**src/rtl/execute_mem_storedrain_if.sv**
```systemverilog
// Store-drain signal bundle: ROB/store-buffer side, D-cache write port and AXI write channels.
// master = the drain engine, slave = its environment (ROB, store buffer, cache, bus).
interface execute_mem_storedrain_if;
  logic        snoop_hit;
  logic        bco_valid;
  logic        rob_commit_st;
  logic        commit_stall;
  logic        sb_valid;
  logic [31:0] sb_addr;
  logic [3:0]  sb_strb;
  logic [1:0]  sb_lswidth;
  logic [31:0] sb_data;
  logic        sb_uncached;
  logic        sb_wec;
  logic        dcw_en;
  logic [31:0] dcw_addr;
  logic [3:0]  dcw_strb;
  logic [31:0] dcw_data;
  logic        dcw_ready;
  logic        aw_valid;
  logic        aw_ready;
  logic [31:0] aw_addr;
  logic [2:0]  aw_size;
  logic        w_valid;
  logic        w_ready;
  logic [31:0] w_data;
  logic [3:0]  w_strb;
  logic        w_last;
  logic        b_valid;
  logic        b_ready;
  logic [1:0]  b_resp;
  logic        bus_err;

  modport master (
    input  snoop_hit, bco_valid, rob_commit_st,
    input  sb_valid, sb_addr, sb_strb, sb_lswidth, sb_data, sb_uncached,
    input  dcw_ready, aw_ready, w_ready, b_valid, b_resp,
    output commit_stall, sb_wec,
    output dcw_en, dcw_addr, dcw_strb, dcw_data,
    output aw_valid, aw_addr, aw_size,
    output w_valid, w_data, w_strb, w_last,
    output b_ready, bus_err
  );

  modport slave (
    output snoop_hit, bco_valid, rob_commit_st,
    output sb_valid, sb_addr, sb_strb, sb_lswidth, sb_data, sb_uncached,
    output dcw_ready, aw_ready, w_ready, b_valid, b_resp,
    input  commit_stall, sb_wec,
    input  dcw_en, dcw_addr, dcw_strb, dcw_data,
    input  aw_valid, aw_addr, aw_size,
    input  w_valid, w_data, w_strb, w_last,
    input  b_ready, bus_err
  );
endinterface

```
**src/rtl/execute_mem_storedrain.sv**
```systemverilog
// Drains committed stores from the store buffer head to the D-cache (cached) or AXI (uncached).
// Optional STOREDRAIN_PERF_EN adds o_perf_cached/o_perf_uncached completed-write counters.
module execute_mem_storedrain #(
  parameter int PEND_MAX = 6,
  parameter int PEND_W   = 3
) (
  input  logic clk,
  input  logic reset,
  execute_mem_storedrain_if.master io_sd
`ifdef STOREDRAIN_PERF_EN
  ,
  output logic [31:0] o_perf_cached,
  output logic [31:0] o_perf_uncached
`endif
);

  typedef enum logic [1:0] {IDLE, CW, UA, UB} state_t;

  state_t            r_state;
  logic [PEND_W-1:0] r_pend_cnt;
  logic              r_abort;
  logic              r_aw_valid;
  logic              r_w_valid;
  logic [31:0]       r_addr;
  logic [31:0]       r_data;
  logic [3:0]        r_strb;
  logic [1:0]        r_lswidth;

  logic w_flush;
  logic w_start;
  logic w_cw_done;
  logic w_b_done;
  logic w_resp_err;
  logic w_wec;
  logic w_aw_left;
  logic w_w_left;

  assign w_flush    = io_sd.snoop_hit | io_sd.bco_valid;
  assign w_start    = (r_state == IDLE) && (r_pend_cnt != '0) && io_sd.sb_valid && !w_flush;
  assign w_cw_done  = (r_state == CW) && io_sd.dcw_ready;
  assign w_b_done   = (r_state == UB) && io_sd.b_valid;
  assign w_resp_err = (io_sd.b_resp == 2'b10) || (io_sd.b_resp == 2'b11);
  // A flush on the completing cycle still suppresses the pop; the write itself is not undone.
  assign w_wec      = io_sd.sb_valid && !w_flush &&
                      (w_cw_done || (w_b_done && !r_abort));
  assign w_aw_left  = r_aw_valid && !io_sd.aw_ready;
  assign w_w_left   = r_w_valid && !io_sd.w_ready;

  always_ff @(posedge clk) begin
    if (reset) begin
      r_pend_cnt <= '0;
    end else if (w_flush) begin
      r_pend_cnt <= '0;
    end else if (io_sd.rob_commit_st && !w_wec) begin
      r_pend_cnt <= r_pend_cnt + PEND_W'(1);
    end else if (!io_sd.rob_commit_st && w_wec) begin
      r_pend_cnt <= r_pend_cnt - PEND_W'(1);
    end
  end

  always_ff @(posedge clk) begin
    if (reset) begin
      r_state    <= IDLE;
      r_abort    <= 1'b0;
      r_aw_valid <= 1'b0;
      r_w_valid  <= 1'b0;
      r_addr     <= '0;
      r_data     <= '0;
      r_strb     <= '0;
      r_lswidth  <= '0;
    end else begin
      case (r_state)
        IDLE: begin
          if (w_start) begin
            r_addr     <= io_sd.sb_addr;
            r_data     <= io_sd.sb_data;
            r_strb     <= io_sd.sb_strb;
            r_lswidth  <= io_sd.sb_lswidth;
            r_aw_valid <= io_sd.sb_uncached;
            r_w_valid  <= io_sd.sb_uncached;
            r_state    <= io_sd.sb_uncached ? UA : CW;
          end
        end
        CW: begin
          if (w_flush || io_sd.dcw_ready) begin
            r_state <= IDLE;
          end
        end
        UA: begin
          // AW and W complete independently; leave once neither is still outstanding.
          if (r_aw_valid && io_sd.aw_ready) begin
            r_aw_valid <= 1'b0;
          end
          if (r_w_valid && io_sd.w_ready) begin
            r_w_valid <= 1'b0;
          end
          if (!w_aw_left && !w_w_left) begin
            r_state <= UB;
          end
          if (w_flush) begin
            r_abort <= 1'b1;
          end
        end
        UB: begin
          if (io_sd.b_valid) begin
            r_state <= IDLE;
            r_abort <= 1'b0;
          end else if (w_flush) begin
            r_abort <= 1'b1;
          end
        end
        default: r_state <= IDLE;
      endcase
    end
  end

  assign io_sd.commit_stall = (r_pend_cnt == PEND_W'(PEND_MAX));
  assign io_sd.sb_wec       = w_wec;
  assign io_sd.dcw_en       = (r_state == CW);
  assign io_sd.dcw_addr     = r_addr;
  assign io_sd.dcw_strb     = r_strb;
  assign io_sd.dcw_data     = r_data;
  assign io_sd.aw_valid     = r_aw_valid;
  assign io_sd.aw_addr      = r_addr;
  assign io_sd.aw_size      = {1'b0, r_lswidth};
  assign io_sd.w_valid      = r_w_valid;
  assign io_sd.w_data       = r_data;
  assign io_sd.w_strb       = r_strb;
  assign io_sd.w_last       = 1'b1;
  assign io_sd.b_ready      = (r_state == UB);
  assign io_sd.bus_err      = w_b_done && w_resp_err;

`ifdef STOREDRAIN_PERF_EN
  logic [31:0] r_perf_cached;
  logic [31:0] r_perf_uncached;

  always_ff @(posedge clk) begin
    if (reset) begin
      r_perf_cached   <= '0;
      r_perf_uncached <= '0;
    end else if (w_wec) begin
      if (r_state == CW) begin
        r_perf_cached <= r_perf_cached + 32'd1;
      end else begin
        r_perf_uncached <= r_perf_uncached + 32'd1;
      end
    end
  end

  assign o_perf_cached   = r_perf_cached;
  assign o_perf_uncached = r_perf_uncached;
`endif

endmodule

```
**src/flat_wrapper.sv**
```systemverilog
// flat-port wrapper written by rule: the top's interface ports become plain ports
module execute_mem_storedrain_flat 
#(
  parameter int PEND_MAX = 6,
  parameter int PEND_W   = 3
)
  (clk, reset, io_sd_snoop_hit, io_sd_bco_valid, io_sd_rob_commit_st, io_sd_sb_valid, io_sd_sb_addr, io_sd_sb_strb, io_sd_sb_lswidth, io_sd_sb_data, io_sd_sb_uncached, io_sd_dcw_ready, io_sd_aw_ready, io_sd_w_ready, io_sd_b_valid, io_sd_b_resp, io_sd_commit_stall, io_sd_sb_wec, io_sd_dcw_en, io_sd_dcw_addr, io_sd_dcw_strb, io_sd_dcw_data, io_sd_aw_valid, io_sd_aw_addr, io_sd_aw_size, io_sd_w_valid, io_sd_w_data, io_sd_w_strb, io_sd_w_last, io_sd_b_ready, io_sd_bus_err);
  execute_mem_storedrain_if io_sd_i ();
  input  logic clk;
  input  logic reset;
  input wire logic [$bits(io_sd_i.snoop_hit)-1:0] io_sd_snoop_hit;
  input wire logic [$bits(io_sd_i.bco_valid)-1:0] io_sd_bco_valid;
  input wire logic [$bits(io_sd_i.rob_commit_st)-1:0] io_sd_rob_commit_st;
  input wire logic [$bits(io_sd_i.sb_valid)-1:0] io_sd_sb_valid;
  input wire logic [$bits(io_sd_i.sb_addr)-1:0] io_sd_sb_addr;
  input wire logic [$bits(io_sd_i.sb_strb)-1:0] io_sd_sb_strb;
  input wire logic [$bits(io_sd_i.sb_lswidth)-1:0] io_sd_sb_lswidth;
  input wire logic [$bits(io_sd_i.sb_data)-1:0] io_sd_sb_data;
  input wire logic [$bits(io_sd_i.sb_uncached)-1:0] io_sd_sb_uncached;
  input wire logic [$bits(io_sd_i.dcw_ready)-1:0] io_sd_dcw_ready;
  input wire logic [$bits(io_sd_i.aw_ready)-1:0] io_sd_aw_ready;
  input wire logic [$bits(io_sd_i.w_ready)-1:0] io_sd_w_ready;
  input wire logic [$bits(io_sd_i.b_valid)-1:0] io_sd_b_valid;
  input wire logic [$bits(io_sd_i.b_resp)-1:0] io_sd_b_resp;
  output wire logic [$bits(io_sd_i.commit_stall)-1:0] io_sd_commit_stall;
  output wire logic [$bits(io_sd_i.sb_wec)-1:0] io_sd_sb_wec;
  output wire logic [$bits(io_sd_i.dcw_en)-1:0] io_sd_dcw_en;
  output wire logic [$bits(io_sd_i.dcw_addr)-1:0] io_sd_dcw_addr;
  output wire logic [$bits(io_sd_i.dcw_strb)-1:0] io_sd_dcw_strb;
  output wire logic [$bits(io_sd_i.dcw_data)-1:0] io_sd_dcw_data;
  output wire logic [$bits(io_sd_i.aw_valid)-1:0] io_sd_aw_valid;
  output wire logic [$bits(io_sd_i.aw_addr)-1:0] io_sd_aw_addr;
  output wire logic [$bits(io_sd_i.aw_size)-1:0] io_sd_aw_size;
  output wire logic [$bits(io_sd_i.w_valid)-1:0] io_sd_w_valid;
  output wire logic [$bits(io_sd_i.w_data)-1:0] io_sd_w_data;
  output wire logic [$bits(io_sd_i.w_strb)-1:0] io_sd_w_strb;
  output wire logic [$bits(io_sd_i.w_last)-1:0] io_sd_w_last;
  output wire logic [$bits(io_sd_i.b_ready)-1:0] io_sd_b_ready;
  output wire logic [$bits(io_sd_i.bus_err)-1:0] io_sd_bus_err;
  assign io_sd_i.snoop_hit = io_sd_snoop_hit;
  assign io_sd_i.bco_valid = io_sd_bco_valid;
  assign io_sd_i.rob_commit_st = io_sd_rob_commit_st;
  assign io_sd_i.sb_valid = io_sd_sb_valid;
  assign io_sd_i.sb_addr = io_sd_sb_addr;
  assign io_sd_i.sb_strb = io_sd_sb_strb;
  assign io_sd_i.sb_lswidth = io_sd_sb_lswidth;
  assign io_sd_i.sb_data = io_sd_sb_data;
  assign io_sd_i.sb_uncached = io_sd_sb_uncached;
  assign io_sd_i.dcw_ready = io_sd_dcw_ready;
  assign io_sd_i.aw_ready = io_sd_aw_ready;
  assign io_sd_i.w_ready = io_sd_w_ready;
  assign io_sd_i.b_valid = io_sd_b_valid;
  assign io_sd_i.b_resp = io_sd_b_resp;
  assign io_sd_commit_stall = io_sd_i.commit_stall;
  assign io_sd_sb_wec = io_sd_i.sb_wec;
  assign io_sd_dcw_en = io_sd_i.dcw_en;
  assign io_sd_dcw_addr = io_sd_i.dcw_addr;
  assign io_sd_dcw_strb = io_sd_i.dcw_strb;
  assign io_sd_dcw_data = io_sd_i.dcw_data;
  assign io_sd_aw_valid = io_sd_i.aw_valid;
  assign io_sd_aw_addr = io_sd_i.aw_addr;
  assign io_sd_aw_size = io_sd_i.aw_size;
  assign io_sd_w_valid = io_sd_i.w_valid;
  assign io_sd_w_data = io_sd_i.w_data;
  assign io_sd_w_strb = io_sd_i.w_strb;
  assign io_sd_w_last = io_sd_i.w_last;
  assign io_sd_b_ready = io_sd_i.b_ready;
  assign io_sd_bus_err = io_sd_i.bus_err;
  execute_mem_storedrain #(.PEND_MAX(PEND_MAX), .PEND_W(PEND_W)) u_core (.clk(clk), .reset(reset), .io_sd(io_sd_i));
endmodule
```
**config.mk**
```make
export PLATFORM = sky130hd
export DESIGN_NAME = execute_mem_storedrain_flat
export DESIGN_NICKNAME = d
export VERILOG_FILES = /design/src/rtl/execute_mem_storedrain_if.sv /design/src/rtl/execute_mem_storedrain.sv /design/src/flat_wrapper.sv
export SDC_FILE = /design/constraint.sdc
export NUM_CORES = 1
export LEC_CHECK = 0
export CAP_MARGIN = 10
export CORE_AREA = 2 2 125 103
export DETAILED_ROUTE_END_ITERATION = 8
export DIE_AREA = 0 0 127 105
export PLACE_DENSITY = 0.75
export SYNTH_ARGS = -nofsm -noshare
export SYNTH_HDL_FRONTEND = slang
export SYNTH_SLANG_ARGS = --single-unit
```
**constraint.sdc**
```tcl
create_clock -name clk -period 2.1 [get_ports clk]
set_input_delay 0.42 -clock clk [delete_from_list [all_inputs] [get_ports clk]]
set_output_delay 0.42 -clock clk [all_outputs]
set_load 0.005 [all_outputs]
```
==> results.md <==
* Logic pwr share at 12.3%
* Post-Route WL at 13,000 um
* Syn Nets at 547
* Later-pin clock latency in the skew report at 0.33 ns
* Slew of the pin with the lowest slew margin at 0.647 ns
* Vias per std cell at 5.39
* Reg area at 0.00157 mm2
* TritonCTS Buffers at 9
* Port bufs at 226
* Total die area at 0.0133 mm2
* Clock-pin slew on the worst setup and hold paths at 0.06 ns
* Io pins at 230
* Initial core utilization at 34.4%
* Dpl cell area at 0.00612 mm2
* Cell Pwr Density at 540 mW/mm2
* Endpoints failing setup at 0
* Clock Skews at 0.00676 ns
* Fin. max-slew vios at 0
* Sequential share of the synthesized area at 37.9%
* Outcome: finished clean
* Sw frac at 23.0%
* Hold path startpoint: io_sd_b_valid
* Maximum VDD drop at 0.000347 V
* Worst hold path class: input pin to flop
* CTS tree: done
* Syn avg cell area at 8.93 um2
* Largest net degree at the start of global routing at 77
* Clk sinks at 78
* Synth Register Bits at 78
* Number of synthesized flops with an enable pin at 0
* Nets at 684
* Layout filler cell count at 1,090
* Distinct cells, synth at 36
* Psw at 802 uW
* Worst Setup Start Kind: input pin
* Gr ovfl total at 0
* Flop pwr share at 43.2%
* Top cells by area, synth: dfxtp_1, nand4b_1, buf_4
* Data arrival time of the critical path at 2.30 ns
* Cell area after synthesis at 0.00412 mm2
* Reg2reg setup slack at 0.16 ns
* Critical Path Start: io_sd_snoop_hit
* Reg-to-reg critical path startpoint: u_core.r_state[1]$_SDFFE_PP0P_
* FP Rows at 36
* Detailed Route Iter0 Violations at 213
* Post-synth top cells: dfxtp_1, a21oi_1, buf_4, nand4b_1, o31ai_1
* Worst relative slew slack at 56.8%
* Crit-path max FO at 2
* Clock buffer depth at 2
* Post-synthesis cell count at 462
* Maxcap violations at 0
* Drt wl/cell at 17.2 um
* Synth warn at 0
* Crit path required time at 2.36 ns
* Crit share post-route at 97.2%
* Die Wd at 127 um
* Final Critical Period at 2.04 ns
* Routed via count at 4,078
* Fmax at 490 MHz
* DRT Pass-1 Iters at 5
* Hold buffers post-CTS at 0
* Most frequent cell after synthesis: dfxtp_1
* Initial antenna violation count at 1
* Post-DRT Antenna Nets at 0
* Leak at 0.00206 uW
* Syn-to-layout area delta at 56.6%
* Final hold viol count at 0
* DP Cell Count at 739
* Non-filler cells, final at 757
* Area taken by multi-input logic gates at 0.00186 mm2
* Crit path kind: input pin to flop
* Global-route wire length before repair at 20,500 um
* Total track usage at 18.7%
* CTS root buf: clkbuf_16
* H-tree level count at 3
* Synth area leader: dfxtp_1
* Critical path capture point type: flop
* Core ar. at 0.0120 mm2
* Asr flop ratio synth at 0%
* Clock power share at 44.5%
* Post-synth top flop: dfxtp_1
* RePlAce Congestion at 0.772
* Post-synth top area share at 37.9%
* Layout cell share with drive strength beyond 1 at 9.27%
* Die H at 105 um
* Final Cell Area at 0.00646 mm2
* Number of remaining DRC errors at 0
* Vias in the first global route at 4,021
* DP HPWL at 9210 um
* Internal at 2680 uW
## stage by stage
stage | total power, uW | hold slack [ns] | utilization, % | TNS (ns) | setup WS [ns]
floorplan | 1700 | 0.465 | - | 0 | 0.0457
global placement | 1950 | 0.463 | 51.0 | -11.40 | -0.387
detailed placement | 1960 | 0.468 | 51.0 | -13.61 | -0.438
CTS | 3540 | 0.478 | 53.6 | 0 | 0.0123
global route | 3630 | 0.446 | 53.9 | -0.000299 | -0.000299
finish | 3490 | 0.450 | 53.9 | 0 | 0.0585
## flip-flops by register name (all words and copies together), names as in the netlist
signal / count
u_core.r_abort: 1
u_core.r_state: 2
u_core.io_sd.aw_addr: 32
u_core.r_pend_cnt: 3
u_core.io_sd.aw_valid: 1
u_core.io_sd.w_valid: 1
u_core.r_lswidth: 2
u_core.io_sd.dcw_data: 32
u_core.io_sd.dcw_strb: 4
## critical path, stage by stage
cell,delay (ns)
clkdlybuf4s50_1,0.50
nor2_2,0.05
nand4_1,0.09
ha_2,0.18
inv_1,0.05
fa_2,0.33
xor2_1,0.15
or3_1,0.34
a211oi_2,0.17
## cell usage in the layout, fill, tap and decap left out, types with 2 or more instances in the layout
master and n:
buf_4 19, clkdlybuf4s50_1 222, nor3_1 3, a211o_1 2, nand2b_1 3, mux2i_1 3
o31ai_1 67, dlygate4sd2_1 2, conb_1 2, buf_12 6, nand4b_1 70, inv_1 5
o31ai_2 3, a21oi_1 71, xor2_1 2, a32oi_1 2, dfxtp_1 76, clkbuf_16 9
nor2b_1 2
## power by group through the flow
stage / Clock [uW] / Combinational [uW] / Sequential (uW)
after floorplan: 0 / 159 / 1540
after global placement: 0 / 417 / 1540
after detailed placement: 0 / 423 / 1540
after CTS: 1600 / 427 / 1510
after global routing: 1660 / 457 / 1510
final: 1550 / 429 / 1510
## routing by layer
metal	up-vias	track usage, %	part of all wire [%]
met5	-	0	0
met4	0	5.49	1.4
met3	13	5.79	7.0
met2	167	33.4	51
met1	1954	21.4	40
li1	1944	-	-
## worst paths after layout
kind / to / cells after the start
min: u_core.r_abort$_SDFFE_PP0P_ / 3
max reg2reg: u_core.r_pend_cnt[2]$_SDFFE_PP0P_ / 9
min reg2reg: u_core.r_lswidth[0]$_SDFFE_PP0P_ / 2
max: u_core.r_pend_cnt[2]$_SDFFE_PP0P_ / 9
## area by class of cell
cell class / instances / area share, %
sequential: 78 / 24.3
clock inverter: 5 / 0.891
inverter: 5 / 0.291
antenna: 1 / 0.0387
multi-input combinational: 254 / 28.8
clock buffer: 11 / 3.76
timing repair buffer: 251 / 39.0
tap: 152 / 2.94
## cell families after synthesis
group / Yosys count / share of synthesized area, %
simple gates: 95 / 18.8
xor+xnor: 2 / 0.425
fa+ha+maj: 2 / 0.789
flops: 78 / 37.9
compound gates: 150 / 23.0
mux: 3 / 0.728
buf+inv: 130 / 18.2
other cells: 2 / 0.182
## what timing repair did
action | CTS | global route
resized for setup | 8 | 5
setup endpoints to repair | 4 | 4
pin swaps | 4 | 4
buffers inserted | 0 | 1
Power figures use the tool's default switching activity.
